`config.mk`:
```
export PLATFORM = sky130hd
export DESIGN_NAME = m_outputmux
export DESIGN_NICKNAME = d
export VERILOG_FILES = /design/src/rtl/m_outputmux.sv
export SDC_FILE = /design/constraint.sdc
export NUM_CORES = 1
export LEC_CHECK = 0
export CAP_MARGIN = 20
export CORE_MARGIN = 1.5
export CORE_UTILIZATION = 37
export CTS_CLUSTER_SIZE = 28
export DETAILED_ROUTE_END_ITERATION = 7
export GPL_ROUTABILITY_DRIVEN = 0
export HOLD_SLACK_MARGIN = 0.12
export PLACE_DENSITY = 0.77
export SYNTH_ARGS = -nofsm -noshare
export SYNTH_HDL_FRONTEND = slang
export SYNTH_SLANG_ARGS = --single-unit
```
`constraint.sdc`:
```
create_clock -name clk -period 2 [get_ports clk]
set_clock_uncertainty 0.15 [all_clocks]
set_input_delay 0.4 -clock clk [delete_from_list [all_inputs] [get_ports clk]]
set_output_delay 0.4 -clock clk [all_outputs]
set_load 0.1 [all_outputs]
```
`src/rtl/m_outputmux.sv`:
```
// Store-side output mux: one core store goes either to the narrow external write port
// (split into OWIDTH-wide beats, skipping beats with no enabled lanes) or to the system registers.
module m_outputmux #(
  parameter int OWIDTH   = 8,
  parameter int MTIMETAP = 0
) (
  input  logic                clk,
  input  logic                rst_n,
  input  logic                req,
  input  logic [31:0]         ADR_O,
  input  logic [31:0]         Dstore,
  input  logic [3:0]          sel,
  input  logic                ACK_I,
  output logic                CYC_O,
  output logic                STB_O,
  output logic                WE_O,
  output logic [OWIDTH-1:0]   WDAT_O,
  output logic [OWIDTH/8-1:0] SEL_O,
  output logic [1:0]          BEAT_O,
  output logic                busy,
  output logic                done,
  output logic                sysregack,
  output logic                mie,
  output logic                mpie,
  output logic                meie,
  output logic                mtie,
  output logic                msie,
  output logic                mtimeincie,
  output logic                mrinstretie,
  output logic                msip
);

  localparam int         NB     = 32 / OWIDTH;
  localparam int         LW     = OWIDTH / 8;
  localparam logic [3:0] LMASK  = 4'((1 << LW) - 1);
  localparam bit         SYS_EN = (MTIMETAP >= 14);

  typedef enum logic [1:0] {IDLE, XFER, FIN} state_e;

  state_e      state_q, state_d;
  logic [1:0]  beat_q, beat_d;
  logic [31:0] data_q, data_d;
  logic [3:0]  sel_q, sel_d;
  logic        sys_wr;
  logic        sysack_q;
  logic [2:0]  nb;
  logic        mie_q, mpie_q, meie_q, mtie_q, msie_q, mtimeincie_q, mrinstretie_q, msip_q;

  // Returns {found, index} of the lowest enabled beat at or above 'from'.
  function automatic logic [2:0] find_beat(input logic [3:0] s, input int from);
    logic [2:0] r;
    r = '0;
    for (int k = 3; k >= 0; k--) begin
      if (k < NB && k >= from && ((s >> (k * LW)) & LMASK) != 4'b0) r = {1'b1, 2'(k)};
    end
    return r;
  endfunction

  always_comb begin
    state_d = state_q;
    beat_d  = beat_q;
    data_d  = data_q;
    sel_d   = sel_q;
    sys_wr  = 1'b0;
    nb      = '0;
    case (state_q)
      IDLE: begin
        if (req) begin
          if (SYS_EN && ADR_O[29:28] != 2'b00) begin
            sys_wr  = 1'b1;
            state_d = FIN;
          end else begin
            data_d = Dstore;
            sel_d  = sel;
            nb     = find_beat(sel, 0);
            if (nb[2]) begin
              beat_d  = nb[1:0];
              state_d = XFER;
            end else begin
              beat_d  = 2'd0;
              state_d = FIN;
            end
          end
        end
      end
      XFER: begin
        if (ACK_I) begin
          nb = find_beat(sel_q, int'(beat_q) + 1);
          if (nb[2]) beat_d = nb[1:0];
          else       state_d = FIN;
        end
      end
      FIN:     state_d = IDLE;
      default: state_d = IDLE;
    endcase
  end

  always_ff @(posedge clk or negedge rst_n) begin
    if (!rst_n) begin
      state_q  <= IDLE;
      beat_q   <= 2'd0;
      data_q   <= '0;
      sel_q    <= '0;
      sysack_q <= 1'b0;
    end else begin
      state_q  <= state_d;
      beat_q   <= beat_d;
      data_q   <= data_d;
      sel_q    <= sel_d;
      sysack_q <= sys_wr;
    end
  end

  // sys_wr is constant 0 without system registers, so these flops stay at reset value.
  always_ff @(posedge clk or negedge rst_n) begin
    if (!rst_n) begin
      mie_q <= 1'b0; mpie_q <= 1'b0; meie_q <= 1'b0; mtie_q <= 1'b0;
      msie_q <= 1'b0; mtimeincie_q <= 1'b0; mrinstretie_q <= 1'b0; msip_q <= 1'b0;
    end else if (sys_wr) begin
      case (ADR_O[29:28])
        2'b01: msip_q <= Dstore[3];
        2'b10: begin
          msie_q        <= Dstore[3];
          mtie_q        <= Dstore[7];
          meie_q        <= Dstore[11];
          mtimeincie_q  <= Dstore[16];
          mrinstretie_q <= Dstore[17];
        end
        2'b11: begin
          mie_q  <= Dstore[3];
          mpie_q <= Dstore[7];
        end
        default: ;
      endcase
    end
  end

  logic xfer;
  assign xfer   = (state_q == XFER);
  assign CYC_O  = xfer;
  assign STB_O  = xfer;
  assign WE_O   = xfer;
  assign WDAT_O = xfer ? OWIDTH'(data_q >> (int'(beat_q) * OWIDTH)) : '0;
  assign SEL_O  = xfer ? LW'(sel_q >> (int'(beat_q) * LW)) : '0;
  assign BEAT_O = xfer ? beat_q : 2'd0;
  assign busy   = xfer;
  assign done   = (state_q == FIN);

  assign sysregack   = sysack_q;
  assign mie         = mie_q;
  assign mpie        = mpie_q;
  assign meie        = meie_q;
  assign mtie        = mtie_q;
  assign msie        = msie_q;
  assign mtimeincie  = mtimeincie_q;
  assign mrinstretie = mrinstretie_q;
  assign msip        = msip_q;

  logic unused_adr;
  assign unused_adr = ^{ADR_O[31:30], ADR_O[27:0]};

endmodule

```
# Word level (Yosys, flattened, before mapping)
# Index checks and enable logic that the tools add are counted.
# totals
out_inout_bits,25
inputBits,72
register_bits,40
# classes
n_mux,25
addsub,1
n_lt_le_gt_ge,4
reduce_logical,9
n_shift,2
eq_ne,6
# op_table
operator,count
$mux W3,12
$shr A32 B5 Y8,1
$mux W2,9
$mux W8,1
$pmux W2 S2,2
$ge A1 B3 Y1 const A,2
$ge A2 B3 Y1 const A,2
$ne A2 B2 Y1 const B,3
$logic_and A1 B1 Y1,4
$reduce_and A4 Y1,1
$shr A4 B2 Y1,1
$add A2 B1 Y3 const B,1
$reduce_and A3 Y1,1
$eq A2 B1 Y1 const B,1
$eq A2 B2 Y1 const B,1
$logic_not A2 Y1,1
$ne A2 B1 Y1 const B,1
$reduce_and A2 Y1,1
$reduce_bool A2 Y1,1
$mux W1,1

# Logic depth before layout (Yosys ltp)
# Gate-level depths: netlist of run 1.
# logic_depth
ltp_word,12
ltp_mapped,6

# Worst setup path after synthesis of run 1
# No wires, ideal clock.
# synth_timing
path_type,flip-flop to output port
startpoint,reg beat_q[1]
endpoint,out SEL_O
required_time_ns,1.450
setup_slack_ns,-1.746
arrival_time_ns,3.196
stages_incl_launch_ff,5
cell_sequence,dfrtp_1 > buf_6 > clkbuf_1 > a211oi_1 > a311oi_1
# synth_via
elab_chain_len,2
# synth_rtl
item,line,rtl
"start, declared",41,"logic [1:0] beat_q, beat_d;"
"start signal, assigned",107,beat_q <= beat_d;
$shr A4 B2 Y1,144,assign SEL_O = xfer ? LW'(sel_q >> (int'(beat_q) * LW)) : '0;
$mux W1,144,
"end, declared",18,"output logic [OWIDTH/8-1:0] SEL_O,"
# Every way passes these cells.

# Worst setup path after layout of run 1
# layout_timing
startpoint,reg beat_q[0]
endpoint,out WDAT_O[4]
# layout_via
elab_chain_len,2
# layout_rtl
item,line,rtl
$shr A32 B5 Y8,143,assign WDAT_O = xfer ? OWIDTH'(data_q >> (int'(beat_q) * OWIDTH)) : '0;
$mux W8,143,
"end, declared",17,"output logic [OWIDTH-1:0] WDAT_O,"
# Every way passes these cells.

==> results of run 1 <==
[registers in the layout (all words and copies together), names as in the netlist]
signal and cells:
data_q 32, sel_q 4, beat_q 2, state_q 2
[path summary, 6_finish.rpt]
check,end,from,slack [ps],cells past startpoint
setup / recovery,WDAT_O[4],beat_q[0],-200,4
hold / removal,data_q[25],data_q[25],360,1
setup reg to reg,beat_q[1],beat_q[0],160,5
hold reg to reg,data_q[25],data_q[25],360,1
max in group asynchronous,beat_q[1],rst_n,1050,3
min in group asynchronous,data_q[13],rst_n,440,3
[cells in the mapped netlist]
| cell type | number | area (µm²) |
|---|---|---|
| sky130_fd_sc_hd__dfrtp_1 | 40 | 1000 |
| sky130_fd_sc_hd__mux2_2 | 35 | 394 |
| sky130_fd_sc_hd__buf_4 | 14 | 105 |
| sky130_fd_sc_hd__and2_1 | 10 | 62.6 |
| sky130_fd_sc_hd__mux4_2 | 8 | 180 |
| sky130_fd_sc_hd__buf_2 | 5 | 25.0 |
| sky130_fd_sc_hd__nor2_1 | 3 | 11.3 |
| sky130_fd_sc_hd__o21ai_0 | 3 | 15.0 |
| sky130_fd_sc_hd__a211oi_1 | 2 | 15.0 |
| sky130_fd_sc_hd__and2b_1 | 2 | 15.0 |
| sky130_fd_sc_hd__clkbuf_1 | 2 | 7.51 |
| sky130_fd_sc_hd__inv_1 | 2 | 7.51 |
| sky130_fd_sc_hd__mux2_1 | 2 | 22.5 |
| sky130_fd_sc_hd__nand2_1 | 2 | 7.51 |
| sky130_fd_sc_hd__nor2b_1 | 2 | 12.5 |
| sky130_fd_sc_hd__o21bai_1 | 2 | 15.0 |
| sky130_fd_sc_hd__a21o_1 | 1 | 7.51 |
| sky130_fd_sc_hd__a21oi_1 | 1 | 5.00 |
| sky130_fd_sc_hd__a2bb2oi_1 | 1 | 8.76 |
| sky130_fd_sc_hd__a311o_1 | 1 | 10.0 |
| sky130_fd_sc_hd__a311oi_1 | 1 | 8.76 |
| sky130_fd_sc_hd__a31oi_1 | 1 | 6.26 |
| sky130_fd_sc_hd__a41o_1 | 1 | 10.0 |
| sky130_fd_sc_hd__buf_6 | 1 | 11.3 |
| sky130_fd_sc_hd__conb_1 | 1 | 3.75 |
| sky130_fd_sc_hd__mux2i_1 | 1 | 10.0 |
| sky130_fd_sc_hd__nand2b_1 | 1 | 6.26 |
| sky130_fd_sc_hd__nand2b_4 | 1 | 13.8 |
| sky130_fd_sc_hd__nor3_1 | 1 | 5.00 |
| sky130_fd_sc_hd__nor3b_1 | 1 | 7.51 |
| sky130_fd_sc_hd__o21a_1 | 1 | 7.51 |
| sky130_fd_sc_hd__o22ai_1 | 1 | 6.26 |
| sky130_fd_sc_hd__or4_1 | 1 | 7.51 |
[final cells by class]
type	count	area [µm²]	area share (%)
Sequential cell	40	1000	32.9
Timing Repair Buffer	73	896	29.4
Inverter	2	7.51	0.246
Clock inverter	3	18.8	0.616
Tap cell	70	87.6	2.87
Multi-Input combinational cell	95	966	31.7
Clock buffer	5	68.8	2.26
[metrics by stage]
step	setup slack, ps	util, %	setup TNS, ps
final	-205	58.5	-1570
after global routing	-289	58.5	-2250
after CTS	-229	58.3	-1880
after detailed placement	-39.8	55.1	-1040
after global placement	-8.38	55.1	-215
after floorplan	-265	-	-265
[logic make-up (layout without fill, tap and decap cells)]
| group | count (synthesis) | after routing | synth area share (%) |
|---|---|---|---|
| compound gates | 16 | 16 | 5.67 |
| flops | 40 | 40 | 49.3 |
| mux | 46 | 46 | 29.9 |
| other cells | 1 | 9 | 0.185 |
| simple gates | 24 | 24 | 7.33 |
| buf+inv | 24 | 83 | 7.70 |
[placed cells by master, fill, tap and decap left out, types with 2 or more instances in the layout]
cell type / instances
sky130_fd_sc_hd__dfrtp_1: 39
sky130_fd_sc_hd__clkdlybuf4s50_1: 38
sky130_fd_sc_hd__mux2_2: 35
sky130_fd_sc_hd__buf_12: 19
sky130_fd_sc_hd__buf_4: 10
sky130_fd_sc_hd__and2_4: 9
sky130_fd_sc_hd__conb_1: 9
sky130_fd_sc_hd__mux4_2: 8
sky130_fd_sc_hd__clkbuf_8: 5
sky130_fd_sc_hd__buf_6: 4
sky130_fd_sc_hd__o21ai_0: 3
sky130_fd_sc_hd__nor2_1: 3
sky130_fd_sc_hd__nand2b_4: 2
sky130_fd_sc_hd__nand2_1: 2
sky130_fd_sc_hd__and2b_1: 2
sky130_fd_sc_hd__o21bai_1: 2
sky130_fd_sc_hd__mux2_1: 2
sky130_fd_sc_hd__clkinv_2: 2
[worst register-to-register path, cell delays in order, from the launching register on]
cell                      delay (ps)
sky130_fd_sc_hd__dfrtp_1         400
sky130_fd_sc_hd__buf_6           150
sky130_fd_sc_hd__buf_4           160
sky130_fd_sc_hd__a21o_1          190
sky130_fd_sc_hd__a311o_1         350
sky130_fd_sc_hd__mux2_1          320
[metal layers]
layer | share of wire, % | vias to the layer above | wire [µm] | track usage (%)
met1 | 44 | 677 | 1800 | 19.8
met3 | 6.1 | 6 | 245 | 5.48
li1 | - | 654 | - | -
met5 | 0 | - | 0 | 0
met4 | 1.5 | 0 | 60 | 5.45
met2 | 48 | 50 | 1940 | 24.9
[timing repair]
| item | 4_1_cts | 5_1_grt |
|---|---|---|
| gates cloned | 0 | 0 |
| setup buffers | 4 | 1 |
| endpoints found under the hold margin | 40 | 0 |
| pin swaps | 0 | 7 |
| hold buffers | 1 | 0 |
| endpoints found under the setup margin | 11 | 9 |
| gates resized for setup | 9 | 1 |
==> flow_metrics.py, run 1 <==
metrics = {
    "logic_synthesis": {
        "netlist_area_um2": 2030,
        "synth.lib_cells_used.distinct": 33,
        "syn_inst": 151,
        "syn_area_per_cell_um2": 13.5,
        "synth_sequential_area_ratio_pct": 49.3,
        "yosys_warnings": 0,
        "postSynthRegisterBits": 40,
    },
    "final_layout": {
        "final_layout_size_suffix_gt1_share_pct": 47.2,
        "flow.area_growth_from_synthesis_pct": 49.9,
        "final_net_count": 289,
        "filler_cell_count": 434,
        "antenna-diode-count": 0,
        "finalNonFillerCells": 288,
        "finish.instance_area_um2": 3050,
    },
    "sta": {
        "post-route-worst-setup-slack_ps": -205,
        "rsz0062_at_grt": "true",
        "max_freq_ghz": 0.454,
        "min_period_ps": 2200,
        "hold_violations": 0,
        "period_share_pct": 110,
        "final-setup-viol-count": 9,
        "finalHoldWorstSlack_ps": 358,
        "drv_slew": 0,
    },
    "worst_setup_path": {
        "critical_path.startpoint_type": "flop",
        "required_time_worst_endpoint_ps": 1450,
        "timing.critical_path.arrival_ps": 1650,
        "timing.critical_path.max_delay_family": "multiplexers",
        "path_class": "flop to primary output",
        "crit_path_cell_trace": "buf_6 -> mux4_2 -> and2_4 -> buf_12",
        "crit_path_max_incr_delay_ps": 500,
        "cp-end-kind": "primary output",
        "cell_at_the_slowest_stage_of_the_critical_path": "sky130_fd_sc_hd__mux4_2",
        "crit_buf_inv": 2,
        "worstPathMaxFanout": 6,
    },
    "floorplan": {
        "die_h_um": 77.1,
        "full_die_area_um2": 5950,
        "die_w_um": 77.1,
        "std_cell_rows": 26,
        "placeableCoreArea_um2": 5200,
        "num_io_pins": 97,
        "floorplan.initialDensity_pct": 39.0,
    },
    "global_route": {
        "grt_pass1_vias": 1476,
        "grt_remaining_overflow": 0,
        "grtUsageTotal_pct": 15.6,
        "number_of_antenna_violations_at_the_first_check_in_global_routing": 0,
        "wire_length_of_the_first_global_routing_pass_um": 7180,
        "grt_max_degree": 41,
    },
    "detailed_routing": {
        "detail_route.vias_per_cell": 4.82,
        "route.antenna.remaining_nets": 0,
        "route.vias.total": 1387,
        "drc": 0,
        "postRouteWirelength_um": 4050,
        "wl_per_cell_um": 14.0,
        "firstDrtPassIters": 5,
        "drt_first_iter_violations": 44,
    },
    "place": {
        "detailed_place_hpwl_um": 2860,
        "placed_cells_incl_taps": 274,
        "placed_cell_areas_um2": 2870,
        "numPortBuffers": 55,
    },
    "clock_network": {
        "numCtsBuffers": 5,
        "cts_max_level": 2,
        "clkSinkCount": 40,
        "clock_buffer_depth": 2,
        "worst_setup_hold_path_clk_slew_ps": 80,
        "buffer_type_at_the_clock_tree_root": "sky130_fd_sc_hd__clkbuf_8",
        "tritoncts_clock_tree": "done",
        "worst_skew_pair.late_latency_ps": 300,
    },
    "outcome": {
        "status": "finished, violations left",
        "violations": "setup timing",
    },
    "min_path": {
        "hold_class": "flop to flop",
    },
    "job": {
        "max-cap-violations": 0,
    },
}
Power of run 1 is left out: the tool's default activity adds up to more than one toggle a clock period on the data nets, which glitch-free logic cannot reach.
==> inputs of run 2 (changes only) <==
- PLACE_DENSITY: 0.77 -> 0.88
==> flow_metrics.py, run 2 (same netlist as run 1, synthesis figures left out) <==
metrics = {
    "final_layout": {
        "layout_top_registers": "data_q: 32 flops, sel_q: 4 flops",
        "antenna-diode-count": 0,
        "largest_register_ffs": 32,
        "final_net_count": 290,
        "multi_input_area_um2": 966,
        "filler_cell_count": 429,
        "flow.area_growth_from_synthesis_pct": 52.8,
        "seq_area_um2": 1000,
        "regMostFlops": "data_q",
        "final_layout_size_suffix_gt1_share_pct": 47.9,
        "layout.cells.most_common_list": "sky130_fd_sc_hd__dfrtp_1 (38), sky130_fd_sc_hd__clkdlybuf4s50_1 (38), sky130_fd_sc_hd__mux2_2 (35)",
    },
    "sta": {
        "tightest_slew_ps": 508,
        "rsz0062_at_grt": "true",
        "finalHoldWorstSlack_ps": 360,
        "period_share_pct": 109,
        "post-route-worst-setup-slack_ps": -183,
        "final-setup-viol-count": 9,
        "min_period_ps": 2180,
        "max_freq_ghz": 0.458,
        "hold_violations": 0,
        "slew-limit-headroom_pct": 66.1,
        "drv_slew": 0,
    },
    "worst_setup_path": {
        "timing.critical_path.max_delay_family": "multiplexers",
        "crit_path_max_incr_delay_ps": 500,
        "cell_at_the_slowest_stage_of_the_critical_path": "sky130_fd_sc_hd__mux4_2",
        "worstPathMaxFanout": 6,
        "crit_path_cell_trace": "buf_6 -> mux4_2 -> and2_4 -> buf_12",
        "timing.critical_path.arrival_ps": 1630,
        "required_time_worst_endpoint_ps": 1450,
        "path_class": "flop to primary output",
        "cp-end-kind": "primary output",
        "crit_buf_inv": 2,
        "critical_path.startpoint_type": "flop",
    },
    "outcome": {
        "violations": "setup timing",
        "status": "finished, violations left",
    },
    "detailed_routing": {
        "route.antenna.remaining_nets": 0,
        "route.vias.total": 1420,
        "detail_route.vias_per_cell": 4.91,
        "firstDrtPassIters": 4,
        "wl_per_cell_um": 14.5,
        "postRouteWirelength_um": 4190,
        "drc": 0,
        "drt_first_iter_violations": 48,
    },
    "global_route": {
        "grt_pass1_vias": 1512,
        "grt_remaining_overflow": 0,
        "wire_length_of_the_first_global_routing_pass_um": 7270,
        "grt_max_degree": 22,
        "number_of_antenna_violations_at_the_first_check_in_global_routing": 0,
        "grtUsageTotal_pct": 15.4,
    },
    "floorplan": {
        "die_h_um": 77.1,
        "num_io_pins": 97,
        "full_die_area_um2": 5950,
        "placeableCoreArea_um2": 5200,
        "floorplan.initialDensity_pct": 39.0,
        "std_cell_rows": 26,
        "die_w_um": 77.1,
    },
    "clock_network": {
        "clkSinkCount": 40,
        "clock_buffer_depth": 2,
        "worst_setup_hold_path_clk_slew_ps": 80,
        "numCtsBuffers": 5,
        "worst_skew_pair.late_latency_ps": 280,
        "tritoncts_clock_tree": "done",
        "cts_max_level": 2,
        "buffer_type_at_the_clock_tree_root": "sky130_fd_sc_hd__clkbuf_8",
    },
    "job": {
        "max-cap-violations": 0,
    },
    "min_path": {
        "hold_class": "flop to flop",
    },
    "place": {
        "detailed_place_hpwl_um": 3100,
        "numPortBuffers": 55,
    },
}
run 2: cell count changes in the layout (fill, tap and decap cells not counted):
cell                        delta
sky130_fd_sc_hd__bufinv_16     +3
sky130_fd_sc_hd__buf_12        -2
sky130_fd_sc_hd__buf_4         +2
sky130_fd_sc_hd__clkinv_2      -2
sky130_fd_sc_hd__buf_6         +1
sky130_fd_sc_hd__clkinv_4      -1
sky130_fd_sc_hd__dfrtp_1       -1
sky130_fd_sc_hd__dfrtp_2       +1
run 2: routing by layer:
layer  wire length [µm]  global-route usage, %  up-vias  part of all wire [%]
li1                   -                      -      653                     -
met1               1760                   19.9      718                    42
met2               2200                   26.1       45                    53
met3                187                   3.69        4                   4.5
met4                 39                   4.00        0                  0.93
met5                  0                      0        -                     0
run 2: final cells by class:
| cell class | count | share of cell area, % |
|---|---|---|
| repair buffers | 74 | 28.4 |
| flip-flops and latches | 40 | 32.3 |
| multi-input cells | 95 | 31.1 |
| well taps | 70 | 2.82 |
| clock inverters | 3 | 2.90 |
| inverters | 2 | 0.242 |
| clock buffers | 5 | 2.22 |
run 2: worst paths after layout:
path	end	start	cells after the start	slack (ps)
min	data_q[24]	data_q[24]	1	360
min in group asynchronous	data_q[6]	rst_n	2	460
max reg2reg	beat_q[1]	beat_q[1]	4	170
min reg2reg	data_q[24]	data_q[24]	1	360
max	WDAT_O[6]	beat_q[0]	4	-180
max in group asynchronous	beat_q[1]	rst_n	3	750
run 2: stage by stage:
step / cells / area (µm²) / util (%) / setup TNS, ps / setup WS, ps
2_1_floorplan: 159 / 2120 / - / -265 / -265
3_3_place_gp: 275 / 2870 / 55.0 / -864 / -32.8
3_5_place_dp: 275 / 2870 / 55.0 / -1830 / -67.7
4_1_cts: 288 / 3100 / 59.5 / -1600 / -207
5_1_grt: 289 / 3110 / 59.7 / -2000 / -252
6_report: 289 / 3110 / 59.7 / -1390 / -183
run 2: timing repair:
| action | 4_1_cts | 5_1_grt |
|---|---|---|
| buffers inserted | 4 | 1 |
| endpoints found under the setup margin | 15 | 9 |
| resized for setup | 10 | 0 |
| pin swaps | 8 | 0 |
| endpoints found under the hold margin | 20 | 0 |
| hold buffers | 1 | 0 |
run 2: worst reg2reg max path, cell delays in order (launching register included):
cell and delay, ps:
sky130_fd_sc_hd__dfrtp_2 460, sky130_fd_sc_hd__buf_6 160, sky130_fd_sc_hd__o21bai_1 210, sky130_fd_sc_hd__a311o_1 410, sky130_fd_sc_hd__mux2_1 330
Power of run 2 is left out for the same reason.
